File: config.mk
export PLATFORM = sky130hd
export DESIGN_NAME = logic_sweep_tester
export DESIGN_NICKNAME = d
export VERILOG_FILES = /design/src/rtl/logic_sweep_pkg.sv /design/src/rtl/logic_ref_eval.sv /design/src/rtl/logic_sweep_tester.sv
export SDC_FILE = /design/constraint.sdc
export NUM_CORES = 1
export LEC_CHECK = 0
export BUFFER_PORTS_ARGS = -buffer_cell sky130_fd_sc_hd__buf_2
export CORE_MARGIN = 2
export CORE_UTILIZATION = 35
export DETAILED_ROUTE_END_ITERATION = 8
export SLEW_MARGIN = 15
export SYNTH_ARGS = -nofsm -noshare
export SYNTH_HDL_FRONTEND = slang
export SYNTH_SLANG_ARGS = --single-unit
File: constraint.sdc
create_clock -name clk -period 2.4 [get_ports clk]
set_input_delay 0.24 -clock clk [delete_from_list [all_inputs] [get_ports clk]]
set_output_delay 0.24 -clock clk [all_outputs]
set_load 0.1 [all_outputs]
File: src/rtl/logic_sweep_pkg.sv
// logic_sweep_pkg
//   Shared types for the logic sweep tester.
//   op_e    : gate function codes carried on op_sel (6/7 are illegal)
//   state_e : sweep controller states
//   op_is_legal() : true for the six defined gate functions
package logic_sweep_pkg;

    typedef enum logic [2:0] {
        OP_AND  = 3'd0,
        OP_OR   = 3'd1,
        OP_XOR  = 3'd2,
        OP_NAND = 3'd3,
        OP_NOR  = 3'd4,
        OP_XNOR = 3'd5
    } op_e;

    typedef enum logic [1:0] {
        IDLE     = 2'd0,
        SETTLE_W = 2'd1,
        CHECK    = 2'd2,
        DONE     = 2'd3
    } state_e;

    function automatic logic op_is_legal(input logic [2:0] op);
        return op <= 3'(OP_XNOR);
    endfunction

endpackage

File: src/rtl/logic_ref_eval.sv
// logic_ref_eval
//   Combinational golden model of the gate under test.
//   vec    : input vector applied to the gate
//   op     : gate function code (op_e encoding)
//   result : reduction of vec by op; 0 for illegal codes
module logic_ref_eval
    import logic_sweep_pkg::*;
#(
    parameter int N_IN = 2
) (
    input  logic [N_IN-1:0] vec,
    input  logic [2:0]      op,
    output logic            result
);

    always_comb begin
        result = 1'b0;
        case (op)
            OP_AND:  result = &vec;
            OP_OR:   result = |vec;
            OP_XOR:  result = ^vec;
            OP_NAND: result = ~&vec;
            OP_NOR:  result = ~|vec;
            OP_XNOR: result = ~^vec;
            default: result = 1'b0;
        endcase
    end

endmodule

File: src/rtl/logic_sweep_tester.sv
// logic_sweep_tester
//   Exhaustively sweeps all 2^N_IN input vectors of an external gate,
//   holding each vector SETTLE cycles before comparing the gate output
//   against a reference, and reports a mismatch count and first failure.
//   clk        : clock, rising edge
//   rst        : synchronous active-high reset
//   start      : one-cycle sweep request (honoured in IDLE only)
//   op_sel     : gate function, latched at start
//   vec_out    : vector driven to the gate under test
//   dut_in     : gate under test output
//   expected   : reference result for vec_out under the latched op
//   busy       : high in SETTLE_W and CHECK
//   done       : one-cycle pulse at sweep end
//   pass       : last sweep had a legal op and no mismatches
//   err_count  : mismatch count of last/current sweep
//   first_fail : vector of first mismatch (valid when err_count != 0)
module logic_sweep_tester
    import logic_sweep_pkg::*;
#(
    parameter int N_IN   = 2,
    parameter int SETTLE = 1
) (
    input  logic            clk,
    input  logic            rst,
    input  logic            start,
    input  logic [2:0]      op_sel,
    output logic [N_IN-1:0] vec_out,
    input  logic            dut_in,
    output logic            expected,
    output logic            busy,
    output logic            done,
    output logic            pass,
    output logic [N_IN:0]   err_count,
    output logic [N_IN-1:0] first_fail
);

    localparam int CW = 4;
    localparam logic [CW-1:0] SETTLE_LAST = CW'(SETTLE - 1);

    state_e          state;
    logic [2:0]      op_q;
    logic            op_ok_q;
    logic [CW-1:0]   settle_cnt;

    logic_ref_eval #(.N_IN(N_IN)) u_ref (
        .vec    (vec_out),
        .op     (op_q),
        .result (expected)
    );

    always_ff @(posedge clk) begin
        if (rst) begin
            state      <= IDLE;
            vec_out    <= '0;
            busy       <= 1'b0;
            done       <= 1'b0;
            pass       <= 1'b0;
            err_count  <= '0;
            first_fail <= '0;
            op_q       <= '0;
            op_ok_q    <= 1'b0;
            settle_cnt <= '0;
        end else begin
            done <= 1'b0;
            case (state)
                IDLE: begin
                    if (start) begin
                        op_q       <= op_sel;
                        op_ok_q    <= op_is_legal(op_sel);
                        vec_out    <= '0;
                        err_count  <= '0;
                        first_fail <= '0;
                        pass       <= 1'b0;
                        settle_cnt <= '0;
                        // Illegal ops skip the sweep and report straight away.
                        if (op_is_legal(op_sel)) begin
                            state <= SETTLE_W;
                            busy  <= 1'b1;
                        end else begin
                            state <= DONE;
                        end
                    end
                end
                SETTLE_W: begin
                    if (settle_cnt == SETTLE_LAST) begin
                        settle_cnt <= '0;
                        state      <= CHECK;
                    end else begin
                        settle_cnt <= settle_cnt + CW'(1);
                    end
                end
                CHECK: begin
                    if (dut_in != expected) begin
                        err_count <= err_count + (N_IN+1)'(1);
                        if (err_count == '0)
                            first_fail <= vec_out;
                    end
                    if (&vec_out) begin
                        state <= DONE;
                        busy  <= 1'b0;
                    end else begin
                        vec_out <= vec_out + N_IN'(1);
                        state   <= SETTLE_W;
                    end
                end
                DONE: begin
                    done  <= 1'b1;
                    pass  <= op_ok_q && (err_count == '0);
                    state <= IDLE;
                end
                default: begin
                    state <= IDLE;
                    busy  <= 1'b0;
                end
            endcase
        end
    end

endmodule

* Word-level counts from Yosys, hierarchy flattened
Index checks and enable logic that the tools add are counted. W data, S select, Z words.
Cells by class: equality and inequality tests 16, reduce and logical (&&, ||, !) cells 22, $lt $le $gt $ge 1, $add $sub $neg 3, muxes and demuxes 25
Operator list (count):
- $mux W2 | 8
- $ne A2 B2 Y1 const B | 7
- $reduce_and A2 Y1 | 5
- $mux W4 | 2
- $pmux W2 S2 | 2
- $pmux W2 S4 | 1
- $pmux W4 S2 | 1
- $reduce_and A4 Y1 | 2
- $eq A3 B2 Y1 const B | 2
- $eq A3 B3 Y1 const B | 2
- $logic_not A3 Y1 | 2
- $mux W3 | 2
- $pmux W1 S6 | 1
- $pmux W3 S2 | 1
- $reduce_and A3 Y1 | 2
- $reduce_bool A2 Y1 | 3
- $mux W1 | 5
- $add A4 B1 Y4 const B | 1
- $eq A2 B2 Y1 const B | 2
- $logic_not A4 Y1 | 1
- $pmux W1 S2 | 2
- $add A3 B1 Y3 const B | 1
- $eq A3 B1 Y1 const B | 1
- $le A3 B3 Y1 const B | 1
- other kinds (9) | 10
Storage, ports and cells: register bits after elaboration 20, output and inout port bits 11

* Depth between registers and ports, before layout
Gate-level depths: netlist (run 1).
word-level depth 6, gate-level depth with buffers 7, mapped depth without buffers 7

* By module
Synthesis (run 1) repeated with hierarchy kept, for this count alone.
Second synthesis, totals: cell total of the unflattened synthesis 124, area, all modules 1054.8 um^2
By module, submodules not included:
- logic_sweep_tester | instances 1, area each 959.7 um^2, cells each 111, sequential area each 400.4 um^2
- logic_ref_eval | instances 1, area each 95.1 um^2, cells each 13, sequential area each 0.0 um^2

* Worst setup path before layout (run 1)
OpenSTA, ideal clock, no wires.
kind reg2out, from register vec_out[0], to output expected, cell stages (with the launch flop) 7, arrival 2532 ps, path slack -372 ps, cells stage by stage dfxtp_1 -> inv_1 -> ha_1 -> nand2_1 -> o2111ai_1 -> and2_2 -> inv_1
Between the ends: word-level cells in the longest chain between the ends 3
RTL lines:
- from (decl) | line logic_sweep_tester.sv:27 | output logic [N_IN-1:0] vec_out,
- from (signal assigned) | line logic_sweep_tester.sv:102 | vec_out <= vec_out + N_IN'(1);
- $reduce_or A2 Y1 or $reduce_and A2 Y1 (tied branches)
- $logic_not A1 Y1, on equally long branches | line logic_ref_eval.sv:23, logic_ref_eval.sv:22
- $pmux W1 S6 * | line logic_ref_eval.sv:18 | case (op)
- to (decl) | line logic_sweep_tester.sv:29 | output logic expected,
Every way passes the cells marked *; elsewhere a longest branch is shown, timed or not.

* Worst setup path in the final report (run 1)
Ends and elaborated chain as after synthesis.

==> impl_results.md, run 1 <==
* Result of the run: finished, final reports clean
* Core ar. at about 3000 µm²
* Critical path required time at 2.16 ns
* Routability congestion estimate from global placement at between 0.7 and 0.8
* Global-route wire length before repair at around 3500 µm
* Final-report hold violation count at 0
* Worst-Margin Slew at 0.619 ns
* Clock tree from TritonCTS: yes
* Port buffer count at 17
* Post-DP HPWL at about 1600 µm
* Maximum number of pins on one net before global-route repair at 20
* Diodes inserted at 0
* Largest fanout of any net on the critical path at 6
* Critical path type: flop to output port
* Path type of the worst min-delay path: primary input to flop
* Maximum clock skew at final layout at ~0.0013 ns
* Area delta synth->final at 14.6%
* Sequential fraction of the synthesis area at between 30 and 40%
* Cell types occupying the most area after synthesis: sky130_fd_sc_hd__dfxtp_1 37%, sky130_fd_sc_hd__ha_1 6.8%, sky130_fd_sc_hd__nor2_1 6.5%
* Clock sink total at 20
* Cell chosen for the clock root: sky130_fd_sc_hd__clkbuf_4
* Worst hold margin at about 0.17 ns
* Distinct cell type count after synthesis at 42
* Worst setup margin at about 0.12 ns
* Clock latency of the later-clocked register in the worst-skew pair at approximately 0.30 ns
* Synth Net Count at approximately 140
* Unrepaired setup endpoints after global routing: no
* H-Tree Level Count at 1
* Worst path arrival time at 2.04 ns
* Number of setup violations in the final report at 0
* Starting utilization of the core area at between 30% and 40%
* Total routing resource utilization after global routing at between 10% and 20%
* Slew Limit Fails at 0
* Max cap viols at 0
* Via count at roughly 900
* Detailed Route Iter0 Violations at 16
* Maximum clock frequency at roughly 440 MHz
* Time the worst path needs with I/O delays and setup at 2.28 ns
* Worst setup EP type: output port
* Largest buffer count on any clock path at 2
* Number of search-and-repair iterations in the first detailed-routing pass at 4
* Post-Synthesis Cell Area at ~1100 µm²
* Total congestion overflow after global routing at 0
* Max rail drop VDD at 349 µV
* Dominant cell type by area after synthesis: sky130_fd_sc_hd__dfxtp_1
* Area occupied by multi-input gates at 627 µm²
* Via count of the first global-routing pass at roughly 850
* Share of layout cells above drive strength 1 at about a quarter
* Die footprint at roughly 3600 µm²
* Leakage power at ~0.54 nW
* Number of cells in the finished layout apart from fillers at between 150 and 200
* Cell count after placement at 180
* Remaining max-slew budget at the tightest pin at around three fifths
* Synthesized instance count at around 120
* Layout net count at 154
* Filler cell count in the final layout at ~320
* Number of ports placed on the die boundary at 18
* Storage element area at ~410 µm²
* Count of antenna-violating nets left after detailed routing at 0
* Wirelength per Cell at 11.3 µm
* DIE WIDTH at approximately 60 µm
* Number of warnings printed during yosys synthesis at 0
* Post-route setup TNS at 0 ns
* Kind of start point of the critical path: flop
* Final worst-path cycle share at 95.0%
* Drc violations at 0
* Sum of internal, switching and leakage power at roughly 0.75 mW
* Share of the synthesized area in the top cell type at between 30% and 40%
* Number of synthesized register bits at 20
* Antenna violations before repair at 0
* Post-CTS setup buffer count at 0
* Post-synthesis area per instance at ~8.9 µm²
* Vert. Die Dim at roughly 60 µm
* Routed WL at between 2000 and 2500 µm
* CTS Buf Count at 3
* Setup slack after placement at roughly 0.37 ns
* Register-to-Register Setup Slack at about 0.40 ns
* Number of rows created at floorplan at 20
* Vias per std cell at 4.89
* Worst-path clk slew at about 0.11 ns
* Cell Pwr Density at between 500 and 600 nW/µm²
[layout make-up]
type / instances / share of cell area (%)
repair buffers: 17 / 6.97
flip-flops and latches: 20 / 32.3
multi-input cells: 88 / 49.9
clock buffers: 4 / 2.89
well taps: 44 / 4.38
inverters: 11 / 3.59
[worst paths after layout]
check | from | cells past startpoint | endpoint
min reg2reg | err_count[2] | 2 | err_count[2]
max reg2reg | vec_out[0] | 7 | err_count[0]
min | op_sel[0] | 3 | op_q[0]
max | vec_out[0] | 7 | expected
[timing repair]
item	CTS	global route
hold buffers	0	0
gates resized for setup	0	3
endpoints found under the setup margin	0	1
[critical path: stages, from the launching register on]
cell                         delay, ns
sky130_fd_sc_hd__dfxtp_4          0.39
sky130_fd_sc_hd__inv_1            0.04
sky130_fd_sc_hd__ha_1             0.32
sky130_fd_sc_hd__mux2_4           0.28
sky130_fd_sc_hd__a22oi_4          0.20
sky130_fd_sc_hd__and2_4           0.21
sky130_fd_sc_hd__clkinvlp_4       0.07
sky130_fd_sc_hd__buf_4            0.22
[sequential cells by signal, summed over array words and instances, names as in the netlist]
name	flops
busy	1
done	1
err_count	3
first_fail	2
op_ok_q	1
op_q	3
pass	1
settle_cnt	4
state	2
vec_out	2
[synthesized netlist by cell type (all sizes together)]
master / instances
a2111oi: 1
a211oi: 2
a21o: 2
a21oi: 8
a22oi: 3
a2bb2oi: 1
a311oi: 1
a32o: 2
and2: 1
and2b: 1
and4: 1
buf: 2
clkbuf: 2
dfxtp: 20
ha: 6
inv: 11
mux2: 2
mux2i: 5
nand2: 6
nand2b: 6
nand3: 1
nand3b: 1
nand4: 1
nor2: 19
nor2b: 1
nor3: 1
nor3b: 2
o2111ai: 1
o211a: 1
o21ai: 2
o21bai: 2
o2bb2ai: 1
o32a: 1
or2: 3
or3: 2
xnor2: 1
[report_power, final]
group	switching [mW]	total, mW	leakage (nW)	internal [mW]
Combinational	0.125	0.187	0.353	0.0617
Clock	0.106	0.199	0.0210	0.0926
Sequential	0.0186	0.366	0.164	0.347
Total	0.250	0.751	0.538	0.501
[cells in the final DEF, fill, tap and decap left out, types with 3 or more instances in the layout]
| cell type | count |
|---|---|
| sky130_fd_sc_hd__nor2_1 | 19 |
| sky130_fd_sc_hd__dfxtp_1 | 18 |
| sky130_fd_sc_hd__buf_2 | 16 |
| sky130_fd_sc_hd__inv_1 | 10 |
| sky130_fd_sc_hd__a21oi_1 | 8 |
| sky130_fd_sc_hd__nand2_1 | 6 |
| sky130_fd_sc_hd__nand2b_1 | 6 |
| sky130_fd_sc_hd__ha_1 | 6 |
| sky130_fd_sc_hd__mux2i_1 | 5 |
| sky130_fd_sc_hd__clkbuf_4 | 3 |
[routing by layer]
| layer | global-route usage [%] | wire [µm] | up-vias |
|---|---|---|---|
| li1 | - | - | 459 |
| met1 | 15.7 | 935 | 419 |
| met2 | 21.9 | 1050 | 19 |
| met3 | 2.81 | 81 | 2 |
| met4 | 4.76 | 17 | 0 |
| met5 | 0 | 0 | - |
[per-stage QoR]
| step | instance area [µm²] | utilization [%] |
|---|---|---|
| 2_1_floorplan | 1100 | - |
| 3_3_place_gp | 1220 | 40.2 |
| 3_5_place_dp | 1220 | 40.2 |
| 4_1_cts | 1250 | 41.4 |
| 5_1_grt | 1260 | 41.5 |
| 6_report | 1260 | 41.5 |
[cells by family (layout without fill, tap and decap cells)]
family,count (synthesis),after routing,share of synthesized area [%]
muxes,7,7,7.31
and+or+nand+nor,46,46,21.9
DFF,20,20,36.5
AOI/OAI and AO/OA,28,28,20.2
xor gates and xnor gates,1,1,0.799
adders and majority gates,6,6,6.85
buffers and inverters,15,32,6.39
Note: power is estimated with default switching activity, not from simulation.
==> inputs of run 2 (changes only) <==
- CORE_MARGIN: 2 -> unset
==> run 2 against run 1 <==
Compared with the run above:
- the flow now finishes with violations (DRC)
- combinational power about the same
- fmax down 1.5%
- setup slack worse by 0.035 ns
- clock-buffer cell count did not move
- clock skew grew 0.0028 ns
- critical path depth unchanged
- die area shrank 6.6%
- sequential cell count did not move
- non-clock buffer count unchanged
- highest routed layer unchanged
==> impl_results.md, run 2 (same netlist as run 1, synthesis figures left out) <==
* Largest fanout of any net on the critical path at 6
* Global-route wire length before repair at approximately 3400 µm
* Slowest cell delay on critical path at 0.39 ns
* Drc violations at 2
* Via count of the first global-routing pass at between 800 and 900
* Final worst-path cycle share at 96.4%
* DIE WIDTH at 58.0 µm
* Area delta synth->final at 14.0%
* Chain of cells forming the critical path: inv_1 > ha_1 > mux2_4 > a22oi_4 > and2_2 > clkinvlp_4 > buf_4
* Cell chosen for the clock root: sky130_fd_sc_hd__clkbuf_4
* Total congestion overflow after global routing at 0
* Post-route setup TNS at 0 ns
* Layout net count at approximately 150
* Maximum clock frequency at roughly 430 MHz
* Most frequent standard cell in the layout excluding fill and tap cells: sky130_fd_sc_hd__nor2_1
* Critical path type: flop to output port
* H-Tree Level Count at 1
* Final-report hold violation count at 0
* Routability congestion estimate from global placement at 0.702
* Number of rows created at floorplan at 19
* Max FFs per register at 4
* Die footprint at roughly 3400 µm²
* Cell at the slowest stage of the critical path: sky130_fd_sc_hd__dfxtp_4
* Largest buffer count on any clock path at 2
* Area occupied by multi-input gates at 626 µm²
* Post-CTS setup buffer count at 0
* Max cap viols at 0
* Share of layout cells above drive strength 1 at 25.0%
* CTS Buf Count at 3
* Post-DP HPWL at about 1600 µm
* Number of ports placed on the die boundary at 18
* Worst setup EP type: output port
* Worst path arrival time at just over 2 ns
* Antenna violations before repair at 0
* Via count at 910
* Util after Layout at 43.8%
* Clock tree from TritonCTS: yes
* Number of search-and-repair iterations in the first detailed-routing pass at 6
* Time the worst path needs with I/O delays and setup at between 2 and 2.5 ns
* Worst-Margin Slew at 0.579 ns
* Leading cell types in the layout, fill and taps excluded: 19 x sky130_fd_sc_hd__nor2_1, 18 x sky130_fd_sc_hd__dfxtp_1, 16 x sky130_fd_sc_hd__buf_2, 10 x sky130_fd_sc_hd__inv_1, 8 x sky130_fd_sc_hd__a21oi_1
* Max rail drop VDD at about 300 µV
* Starting utilization of the core area at between 30% and 40%
* Storage element area at 405 µm²
* Total routing resource utilization after global routing at approximately an eighth
* Clock latency of the later-clocked register in the worst-skew pair at between 0.3 and 0.4 ns
* Vias per std cell at 5.32
* Routed WL at ~2200 µm
* Kind of start point of the critical path: flop
* Vert. Die Dim at ~58 µm
* Failing checks: DRC
* Count of antenna-violating nets left after detailed routing at 0
* Wirelength per Cell at approximately 13 µm
* Slew Limit Fails at 0
* Cell Pwr Density at 633 nW/µm²
* Register containing the most flip-flops in the final layout: settle_cnt
* Diodes inserted at 0
* Port buffer count at 17
* Filler cell count in the final layout at ~280
* Maximum number of pins on one net before global-route repair at 20
* Number of setup violations in the final report at 0
* Remaining max-slew budget at the tightest pin at 61.2%
* Maximum clock skew at final layout at between 0.004 and 0.005 ns
* Detailed Route Iter0 Violations at 13
* Core ar. at 2850 µm²
* Critical path required time at roughly 2.2 ns
* Leakage power at between 0.5 and 0.6 nW
* Result of the run: finished, violations left
* Largest registers in the final layout: settle_cnt x4, err_count x3, op_q x3
* Clock sink total at 20
* Unrepaired setup endpoints after global routing: no
* Path type of the worst min-delay path: primary input to flop
* Worst-path clk slew at approximately 0.12 ns
-- run 2: cell types whose count changed in the layout (fill, tap and decap cells not counted) --
cell	change
sky130_fd_sc_hd__clkbuf_8	-1
sky130_fd_sc_hd__clkbuf_16	+1
sky130_fd_sc_hd__and2_2	+1
sky130_fd_sc_hd__and2_4	-1
-- run 2: metal layers --
metal / GRT usage (%) / routed length, µm
met1: 16.1 / 1040
met2: 22.3 / 1020
met3: 2.23 / 81
met4: 5.10 / 33
met5: 0 / 0
-- run 2: timing repair --
action / in CTS / in global routing
hold buffers: 0 / 0
endpoints found under the hold margin: 0 / 0
setup endpoints to repair: 0 / 1
resized for setup: 0 / 2
-- run 2: power breakdown --
group	leakage [nW]	internal (mW)	switching [mW]
Combinational	0.351	0.0605	0.126
Sequential	0.164	0.347	0.0190
Clock	0.0261	0.127	0.112
-- run 2: critical path: cells and delay by family, from the launching register on --
kind / cells / cell delay (ns)
DFF: 1 / 0.39
buffers and inverters: 3 / 0.34
adders and majority gates: 1 / 0.32
muxes: 1 / 0.28
AOI/OAI and AO/OA: 1 / 0.20
and+or+nand+nor: 1 / 0.23
-- run 2: path summary, 6_finish.rpt --
check | startpoint | to | slack (ns) | depth (start not counted)
max | vec_out[0] | expected | 0.09 | 7
min | op_sel[0] | op_q[0] | 0.16 | 3
max reg2reg | vec_out[0] | err_count[0] | 0.40 | 7
min reg2reg | err_count[2] | err_count[2] | 0.48 | 2
-- run 2: final cells by class --
type                            instances  area share (%)
Inverter                               11            3.60
Multi-Input combinational cell         88            50.1
Sequential cell                        20            32.4
Timing Repair Buffer                   17            7.01
Clock buffer                            4            3.80
Tap cell                               31            3.10
-- run 2: per-stage QoR --
stage	hold slack [ns]	power, mW	area (µm²)	instances	worst slack, ns
finish	0.162	0.792	1250	171	0.0857
CTS	0.157	0.799	1250	171	0.0199
global placement	0.457	0.556	1200	167	0.405
detailed placement	0.460	0.559	1200	167	0.374
global route	0.175	0.823	1250	171	0.00781
floorplan	0.387	0.530	1100	123	0.0120
==> inputs of run 3 (changes only) <==
- GPL_TIMING_DRIVEN: unset -> 0
- REMOVE_ABC_BUFFERS: unset -> 1
==> run 3 against run 2 <==
Compared with the run above:
- the flow now finishes without violations
- cell area down 1.2%
- die area unchanged
- sequential share of layout area is 0.39 points higher
- routed wire length fell by 1.6%
- combinational power about the same
- largest cell class unchanged
==> impl_results.md, run 3 (same netlist as run 1, synthesis figures left out) <==
* Starting utilization of the core area at 38.4%
* Sum of internal, switching and leakage power at roughly 0.75 mW
* Leading cell types in the layout, fill and taps excluded: 19 x sky130_fd_sc_hd__nor2_1, 18 x sky130_fd_sc_hd__dfxtp_1, 16 x sky130_fd_sc_hd__buf_2, 11 x sky130_fd_sc_hd__inv_1, 8 x sky130_fd_sc_hd__a21oi_1
* Filler cell count in the final layout at approximately 300
* Worst setup EP type: output port
* Path type of the worst min-delay path: primary input to flop
* Final-report hold violation count at 0
* Layout net count at ~150
* Max rail drop VDD at approximately 290 µV
* Die footprint at ~3400 µm²
* Number of search-and-repair iterations in the first detailed-routing pass at 4
* Count of antenna-violating nets left after detailed routing at 0
* Most frequent standard cell in the layout excluding fill and tap cells: sky130_fd_sc_hd__nor2_1
* Critical path required time at around 2.2 ns
* Routability congestion estimate from global placement at about 0.74
* Number of buffer and inverter instances along the worst setup path at 3
* Worst-Margin Slew at roughly 0.58 ns
* CTS Buf Count at 3
* Number of setup violations in the final report at 0
* Result of the run: finished, final reports clean
* Clock sink total at 20
* Chain of cells forming the critical path: inv_1 > ha_1 > mux2_4 > a22oi_4 > and2_2 > inv_1 > buf_4
* Total congestion overflow after global routing at 0
* Remaining max-slew budget at the tightest pin at about 60%
* Share of layout cells above drive strength 1 at ~24%
* Maximum clock skew at final layout at ~0.008 ns
* Core ar. at around 2900 µm²
* Vias per std cell at 5.27
* Kind of start point of the critical path: flop
* Via count at between 900 and 1000
* Leakage power at 0.545 nW
* Met3 WL post-DR at 88 µm
* Reg2reg path depth at 7
* Maximum clock frequency at about 440 MHz
* Cells on Worst Hold Path at 3
* Cell at the slowest stage of the critical path: sky130_fd_sc_hd__dfxtp_4
* Cell type with the highest occurrence count on the critical path: sky130_fd_sc_hd__inv_1
* Final worst-path cycle share at 95.4%
* Cell Pwr Density at between 600 and 700 nW/µm²
* Worst hold margin at ~0.16 ns
* Met2 Routed Length at around 1000 µm
* Slew Limit Fails at 0
* Number of gates on the worst path with buffers counted at 7
* Global-route wire length before repair at about 3600 µm
* Number of ports placed on the die boundary at 18
* Post-CTS setup buffer count at 0
* Via count of the first global-routing pass at roughly 840
* DIE WIDTH at slightly below 60 µm
* Routed WL at 2140 µm
* Largest buffer count on any clock path at 2
* Port buffer count at 17
* Drc violations at 0
* Number of rows created at floorplan at 19
* Post-route met1 wirelength at 1030 µm
* Maximum number of pins on one net before global-route repair at 20
* Unrepaired setup endpoints after global routing: no
* Post-DP HPWL at 1640 µm
* Wirelength per Cell at around 13 µm
* Largest fanout of any net on the critical path at 6
* Clock latency of the later-clocked register in the worst-skew pair at approximately 0.31 ns
* Critical path type: flop to output port
* Area delta synth->final at 12.7%
* Post-route setup TNS at 0 ns
* Total routing resource utilization after global routing at between 10 and 15%
* Time the worst path needs with I/O delays and setup at about 2.3 ns
* Worst path arrival time at 2.05 ns
* Worst path top cell family by delay: flip-flops
* Vert. Die Dim at 58.0 µm
* Max FFs per register at 4
* Slowest cell delay on critical path at just under 0.4 ns
* Max cap viols at 0
* Detailed Route Iter0 Violations at 19
* Clock tree from TritonCTS: yes
* Highest routing layer actually used: met4
* Register containing the most flip-flops in the final layout: settle_cnt
* H-Tree Level Count at 1
* Largest registers in the final layout: settle_cnt x4, err_count x3, op_q x3
* Diodes inserted at 0
* Cell chosen for the clock root: sky130_fd_sc_hd__clkbuf_4
* Worst-path clk slew at 0.12 ns
* Antenna violations before repair at 0
run 3: changes by cell type in the layout (fill, tap and decap cells not counted):
cell,change
sky130_fd_sc_hd__clkbuf_8,+1
sky130_fd_sc_hd__inv_1,+1
sky130_fd_sc_hd__clkbuf_16,-1
sky130_fd_sc_hd__clkinvlp_4,-1
run 3: tightest hold or removal path, stage by stage:
cell,delay [ns]
sky130_fd_sc_hd__buf_2,0.07
sky130_fd_sc_hd__mux2i_1,0.05
sky130_fd_sc_hd__nor2_1,0.07
run 3: cell type report:
class / instances / area [µm²] / share of cell area [%]
Clock buffer: 4 / 36.3 / 2.94
Inverter: 11 / 41.3 / 3.34
Multi-Input combinational cell: 88 / 626 / 50.7
Sequential cell: 20 / 405 / 32.8
Tap cell: 31 / 38.8 / 3.14
Timing Repair Buffer: 17 / 87.6 / 7.09
run 3: where the power goes:
part	switching [mW]	internal [mW]	total, mW
clock network	0.108	0.0927	0.201
registers	0.0188	0.347	0.366
logic	0.125	0.0603	0.186
total	0.252	0.500	0.752
run 3: path summary, 6_finish.rpt:
kind	from	end	slack (ns)
worst max-delay path	vec_out[0]	expected	0.11
worst min-delay path	op_sel[0]	op_q[0]	0.16
worst max register to register	vec_out[0]	err_count[0]	0.38
worst min register to register	settle_cnt[3]	settle_cnt[3]	0.48
run 3: repair_timing:
action,4_1_cts,5_1_grt
gates resized for setup,1,3
hold buffers,0,0
setup endpoints to repair,1,1
run 3: stage by stage:
step,instances,setup slack (ns),utilization (%),cell area (µm²)
finish,171,0.111,43.3,1230
global route,171,0.000163,43.3,1230
CTS,171,0.0264,43.1,1230
detailed placement,167,0.307,41.8,1190
global placement,167,0.378,41.8,1190
floorplan,119,-0.372,-,1070
run 3: metal layers:
layer  global-route usage, %  vias to the layer above
met4                    3.74                        0
met2                    25.1                       15
met5                       0                        -
met1                    16.4                      422
li1                        -                      463
met3                    4.69                        2
